**config.mk**
```make
export PLATFORM = sky130hd
export DESIGN_NAME = alu_arbiter
export DESIGN_NICKNAME = d
export VERILOG_FILES = /design/src/rtl/alu_arbiter.sv
export SDC_FILE = /design/constraint.sdc
export NUM_CORES = 1
export LEC_CHECK = 0
export ABC_AREA = 1
export BUFFER_PORTS_ARGS = -buffer_cell sky130_fd_sc_hd__buf_2
export CELL_PAD_IN_SITES_DETAIL_PLACEMENT = 1
export CELL_PAD_IN_SITES_GLOBAL_PLACEMENT = 1
export CORE_ASPECT_RATIO = 0.7
export CORE_MARGIN = 3
export CORE_UTILIZATION = 31
export DETAILED_ROUTE_END_ITERATION = 10
export GPL_ROUTABILITY_DRIVEN = 0
export HOLD_SLACK_MARGIN = 0.06
export PLACE_DENSITY = 0.88
export SLEW_MARGIN = 20
export SYNTH_ARGS = -nofsm -noshare
export SYNTH_HDL_FRONTEND = slang
export SYNTH_SLANG_ARGS = --single-unit
```
**constraint.sdc**
```tcl
create_clock -name clk -period 2.9 [get_ports clk]
set_clock_uncertainty 0.15 [all_clocks]
set_input_delay 0.435 -clock clk [delete_from_list [all_inputs] [get_ports clk]]
set_output_delay 0.435 -clock clk [all_outputs]
set_load 0.005 [all_outputs]
```
**src/rtl/alu_arbiter.sv**
```systemverilog
// Round-robin front end sharing one combinational 32-bit ALU between two requesters.
// Accepts one op at a time, registers ALU inputs, captures the result and holds it under backpressure.
module alu_arbiter #(
    parameter int                DATA_W       = 32,
    parameter int                CTRL_W       = 4,
    parameter logic [CTRL_W-1:0] DEFAULT_CTRL = 4'b0010
) (
    input  logic              clk,
    input  logic              reset,
    input  logic              req0_valid,
    output logic              req0_ready,
    input  logic [DATA_W-1:0] req0_a,
    input  logic [DATA_W-1:0] req0_b,
    input  logic [CTRL_W-1:0] req0_ctrl,
    input  logic              req1_valid,
    output logic              req1_ready,
    input  logic [DATA_W-1:0] req1_a,
    input  logic [DATA_W-1:0] req1_b,
    input  logic [CTRL_W-1:0] req1_ctrl,
    output logic [DATA_W-1:0] alu_a,
    output logic [DATA_W-1:0] alu_b,
    output logic [CTRL_W-1:0] alu_ctrl,
    input  logic [DATA_W-1:0] alu_result,
    input  logic              alu_carry,
    input  logic              alu_zero,
    input  logic              alu_ovf,
    output logic              rsp_valid,
    input  logic              rsp_ready,
    output logic              rsp_id,
    output logic [DATA_W-1:0] rsp_data,
    output logic [2:0]        rsp_flags,
    output logic              busy
);

    typedef enum logic [1:0] {
        IDLE = 2'd0,
        EXEC = 2'd1,
        RESP = 2'd2
    } state_t;

    state_t state;
    state_t next_state;
    logic   last_grant;
    logic   grant_id;
    logic   accept;

    // A lone valid wins outright; a tie goes to the port that did not win last time.
    always_comb begin
        // NOTE: every signal assigned in always_comb gets a default first so no latch is inferred.
        grant_id = req1_valid;
        if (req0_valid && req1_valid) begin
            grant_id = ~last_grant;
        end
    end

    assign accept = (state == IDLE) && (req0_valid || req1_valid) && !reset;

    always_ff @(posedge clk) begin
        // NOTE: sequential state uses non-blocking assignments so all registers update together.
        if (reset) begin
            state <= IDLE;
        end else begin
            state <= next_state;
        end
    end

    always_comb begin
        next_state = state;
        case (state)
            IDLE:    if (accept)    next_state = EXEC;
            EXEC:                   next_state = RESP;
            RESP:    if (rsp_ready) next_state = IDLE;
            default:                next_state = IDLE;
        endcase
    end

    always_comb begin
        req0_ready = accept && !grant_id;
        req1_ready = accept && grant_id;
        rsp_valid  = (state == RESP);
        busy       = (state != IDLE);
    end

    // last_grant also identifies the op in flight, since it only moves on an accept.
    always_ff @(posedge clk) begin
        if (reset) begin
            last_grant <= 1'b1;
            alu_a      <= '0;
            alu_b      <= '0;
            alu_ctrl   <= DEFAULT_CTRL;
            rsp_id     <= 1'b0;
            rsp_data   <= '0;
            rsp_flags  <= '0;
        end else begin
            if (accept) begin
                last_grant <= grant_id;
                alu_a      <= grant_id ? req1_a    : req0_a;
                alu_b      <= grant_id ? req1_b    : req0_b;
                alu_ctrl   <= grant_id ? req1_ctrl : req0_ctrl;
            end
            if (state == EXEC) begin
                rsp_id    <= last_grant;
                rsp_data  <= alu_result;
                rsp_flags <= {alu_carry, alu_zero, alu_ovf};
            end
        end
    end

endmodule

```
### After elaboration in Yosys (flattened, before gate mapping)

Index checks and enable logic that the tools add are counted.
W data, S select, Z words.

| word-level totals | value |
|---|---|
| output and inout port bits | 108 |
| bits in latches | 0 |
| memories kept | 0 |
| RAM bits | 0 |
| ROM bits | 0 |
| bits in registers | 107 |
| input bits | 176 |

| operators by class | value |
|---|---|
| multiply operators | 0 |
| add/subtract/negate cells | 0 |
| shift operators | 0 |
| mux-type cells | 7 |
| reductions and logical operators | 11 |
| magnitude comparators | 0 |
| eq/ne operators | 4 |
| bitwise operators | 1 |
| divide/modulo/power cells | 0 |

Operator list:

| cell | number |
|---|---|
| $mux W32 | 2 |
| $pmux W2 S3 | 1 |
| $logic_and A1 B1 Y1 | 5 |
| $mux W2 | 2 |
| $mux W4 | 1 |
| $eq A2 B1 Y1 const B | 1 |
| $eq A2 B2 Y1 const B | 1 |
| $logic_not A1 Y1 | 2 |
| $logic_not A2 Y1 | 1 |
| $ne A2 B1 Y1 const B | 1 |
| $ne A2 B2 Y1 const B | 1 |
| $reduce_and A2 Y1 | 1 |
| $reduce_bool A2 Y1 | 1 |
| $logic_or A1 B1 Y1 | 1 |
| $mux W1 | 1 |
| $not A1 Y1 | 1 |

### Depth between registers and ports, before layout

| logic depth | value |
|---|---|
| depth in word-level cells | 5 |
| depth in mapped cells | 8 |

### Least setup slack after synthesis

No wires, ideal clock.

| timing path | value |
|---|---|
| path type | input-to-output |
| start | in req1_valid |
| end | out req1_ready |
| cell stages on the path | 8 |
| arrival time | 1.161 ns |
| buffers on the path | 2 |
| slack | 1.154 ns |
| path through | buf_4 inv_2 nand2_4 nand2_2 nor2_8 buf_6 nand2_1 inv_1 |

| between the ends | value |
|---|---|
| word-level cells in the longest chain between the ends | 4 |
| elaborated cells on any way between the ends | 6 |
| classes of those cells | 1 x mux; 5 x reduce/logical |

Ends and longest elaborated chain:

| what | RTL line | text |
|---|---|---|
| start: declaration | 15 | `input logic req1_valid,` |
| $logic_or A1 B1 Y1 | 56 | `assign accept = (state == IDLE) && (req0_valid \|\| req1_valid) && !reset;` |
| $logic_and A1 B1 Y1 (2 in a row) | 56 |  |
| $logic_and A1 B1 Y1 * | 79 | `req1_ready = accept && grant_id;` |
| end: declaration | 16 | `output logic req1_ready,` |

Mark *: on every way between the ends. The rest lies on a longest branch, timed or not.

### Worst setup path in the final report

| timing path | value |
|---|---|
| start | in req1_valid |
| end | out req0_ready |

| between the ends | value |
|---|---|
| word-level cells in the longest chain between the ends | 4 |
| elaborated cells on any way between the ends | 7 |
| classes of those cells | 1 x mux; 6 x reduce/logical |

Ends and longest elaborated chain:

| what | RTL line | text |
|---|---|---|
| $logic_and A1 B1 Y1 or $logic_or A1 B1 Y1 (tied branches) | 51, 56 |  |
| $mux W1 or $logic_and A1 B1 Y1 (tied branches) | 51, 56 |  |
| $logic_not A1 Y1 or $logic_and A1 B1 Y1 (tied branches) | 78, 56 |  |
| $logic_and A1 B1 Y1 * | 78 | `req0_ready = accept && !grant_id;` |
| end: declaration | 11 | `output logic req0_ready,` |

Marks and branches as above.

==> run_results.csv <==
group,metric,value,unit
routing,viasPerCell,4.74,
timing,fin_hold_ws,0.177,ns
die,start_util,32.1,%
placed_design,place_ws,0.454,ns
cells_and_area,final_layout_size_suffix_gt1_share,33.1,%
setup_path,setup.worst_path.class,"input port to output port",
placed_design,portBuffers,283,
routing,ant_nets,0,
cts,htree_levels,3,
die,rows,37,
timing,worst_pin_slew,1.05,ns
pwr,p_switching,1.07,mW
grt,grt-ovfl-total,0,
synth,postSynthCellCount,701,
timing,final_max_slew_viol_count,0,
cells_and_area,fillCellCount,2008,
timing,finalCritPeriodShare,83.7,%
cells_and_area,antenna_cells,0,
timing,hold_viol_final,0,
die,die_w,154,µm
cts,clk_path_buf_depth,2,
routing,avgRoutedWirePerCell,15.5,µm
cells_and_area,layout_common_cells,"nand2_1, buf_2, dfxtp_1",
grt,grt_pass1_wl,27.1,mm
die,io_pins,284,
routing,drt_iter0_markers,385,
synth,yosysSeqAreaShare,45.0,%
status,outcome,"finished clean",
pwr,p_leak,3.36,nW
hold_path,hp-class,"input port to flip-flop",
pwr,power,3.62,mW
cells_and_area,nNetsFinal,1125,
pwr,power.density,556,mW/mm²
synth,yosys_warnings,0,
pwr,ir_worst_vdd,0.262,mV
synth,synth-seq-cells,107,
setup_path,end_kind,"output port",
pwr,p_comb_share,19.8,%
cts,cts_tree,"built",
job,max_cap_violations,0,
setup_path,cp.arrival,1.84,ns
routing,routed_wl,17.9,mm
synth,yosys-top-cells-area,"dfxtp_1, nand2_1, a21oi_1, nand3_1, buf_6",
routing,vias,5444,
cts,cts.sinks,107,
grt,grt_max_degree,68,
pwr,pwr-share-clk,35.4,%
cts,numCtsBuffers,9,
timing,grt_setup_unrepaired,"false",
timing,fmax,412,MHz
timing,setup_viol,0,
placed_design,dp_hpwl,13.0,mm
routing,drc_errors,0,
grt,antenna_found_initial,2,
routing,dr.pass1.iters,4,
die,die_y,110,µm
grt,grt_use_total,19.9,%
cts,post-cts-setup-buffers,0,
synth,yosys.area.top_type,"dfxtp_1",
die,dieArea,0.0169,mm²
cts,root_buffer,"clkbuf_16",
grt,grt_pass1_vias,5244,
synth,syn_avg_cell_area,6.80,µm²
timing,relSlewSlack,29.4,%
die,core,0.0149,mm²
pwr,p_sw_share,29.5,%
timing,timing.final.ws_setup,0.472,ns
timing,fin_setup_tns,0,ns
synth,syn_nets,877,
synth,yosysUniqueCellTypes,18,
cts,cts_resized,0,
synth,yosys.area.top_type_share,45.0,%
cts,cts_hold_buf,0,
cts,clock_latency,0.34,ns
setup_path,cp_max_fo,26,
pwr,power_frac_seq,44.8,%
timing,period_minus_slack,2.43,ns
synth,syn-cell-area,0.00476,mm²
pwr,p_int,2.55,mW
cells_and_area,layout_commonest_cell,"nand2_1",
cts,cts.clk_slew.worst_paths,0.08,ns
cells_and_area,areaGrowthSynthToFinish,36.7,%
setup_path,cp-start-kind,"input port",
setup_path,cp.required,2.32,ns
[routing by layer]
layer  share of wire [%]  routed length (µm)  global-route usage (%)
met3                 6.6                1190                    5.63
met1                  44                7940                    25.4
met4                 1.3                 224                    4.22
met2                  48                8490                    34.1
met5                0.16                  29                       0
[final cells by class]
class / count / area, µm² / share of cell area (%)
Timing Repair Buffer: 292 / 1520 / 23.4
Clock buffer: 9 / 225 / 3.46
Tap cell: 195 / 244 / 3.75
Multi-Input combinational cell: 531 / 2260 / 34.8
Inverter: 8 / 30.0 / 0.461
Clock inverter: 7 / 82.6 / 1.27
Sequential cell: 107 / 2140 / 32.9
[final timing paths]
kind                                startpoint           end  slack, ns  depth (start not counted)
worst min register to register       alu_a[18]     alu_a[18]       0.31                          2
worst min-delay path            alu_result[12]  rsp_data[12]       0.18                          3
worst max register to register        state[1]  rsp_flags[2]       0.82                          5
worst max-delay path                req1_valid    req0_ready       0.47                          6
[logic make-up (layout without fill, tap and decap cells)]
logic type / after synthesis / count (layout) / share of synthesized area (%)
AO/OA/AOI/OAI: 106 / 106 / 11.1
buffers and inverters: 63 / 316 / 7.54
flip-flops: 107 / 107 / 45.0
AND/OR/NAND/NOR: 425 / 425 / 36.4
[cell usage after synthesis (all sizes together)]
cell type  count
clkinv         1
nand2        353
dfxtp        107
buf           38
nor2           4
clkbuf        17
a21oi        106
nand3         67
nand3b         1
inv            7
[power by group through the flow]
stage	registers [mW]	logic [mW]	clock network, mW
global placement	1.65	0.711	0
detailed placement	1.66	0.726	0
finish	1.62	0.717	1.28
floorplan	1.66	0.401	0
CTS	1.62	0.729	1.32
global route	1.63	0.812	1.39
[worst max-delay path: stages]
cell and delay (ns):
buf_2 0.14, buf_4 0.22, nand2_2 0.46, inv_1 0.18
nor2_1 0.24, buf_2 0.17
[through the flow]
stage	utilization (%)	instance area, µm²	std cells
floorplan	-	4760	701
global placement	41.8	6200	1133
detailed placement	41.8	6200	1133
finish	43.8	6510	1149
CTS	43.8	6510	1149
global route	43.8	6510	1149
[flip-flops by register name, indices dropped and copies added (netlist names)]
register / cells
alu_a: 32
alu_b: 32
alu_ctrl: 4
last_grant: 1
rsp_data: 32
rsp_flags: 3
rsp_id: 1
state: 2
No activity file was read; power rests on OpenSTA's default activity.
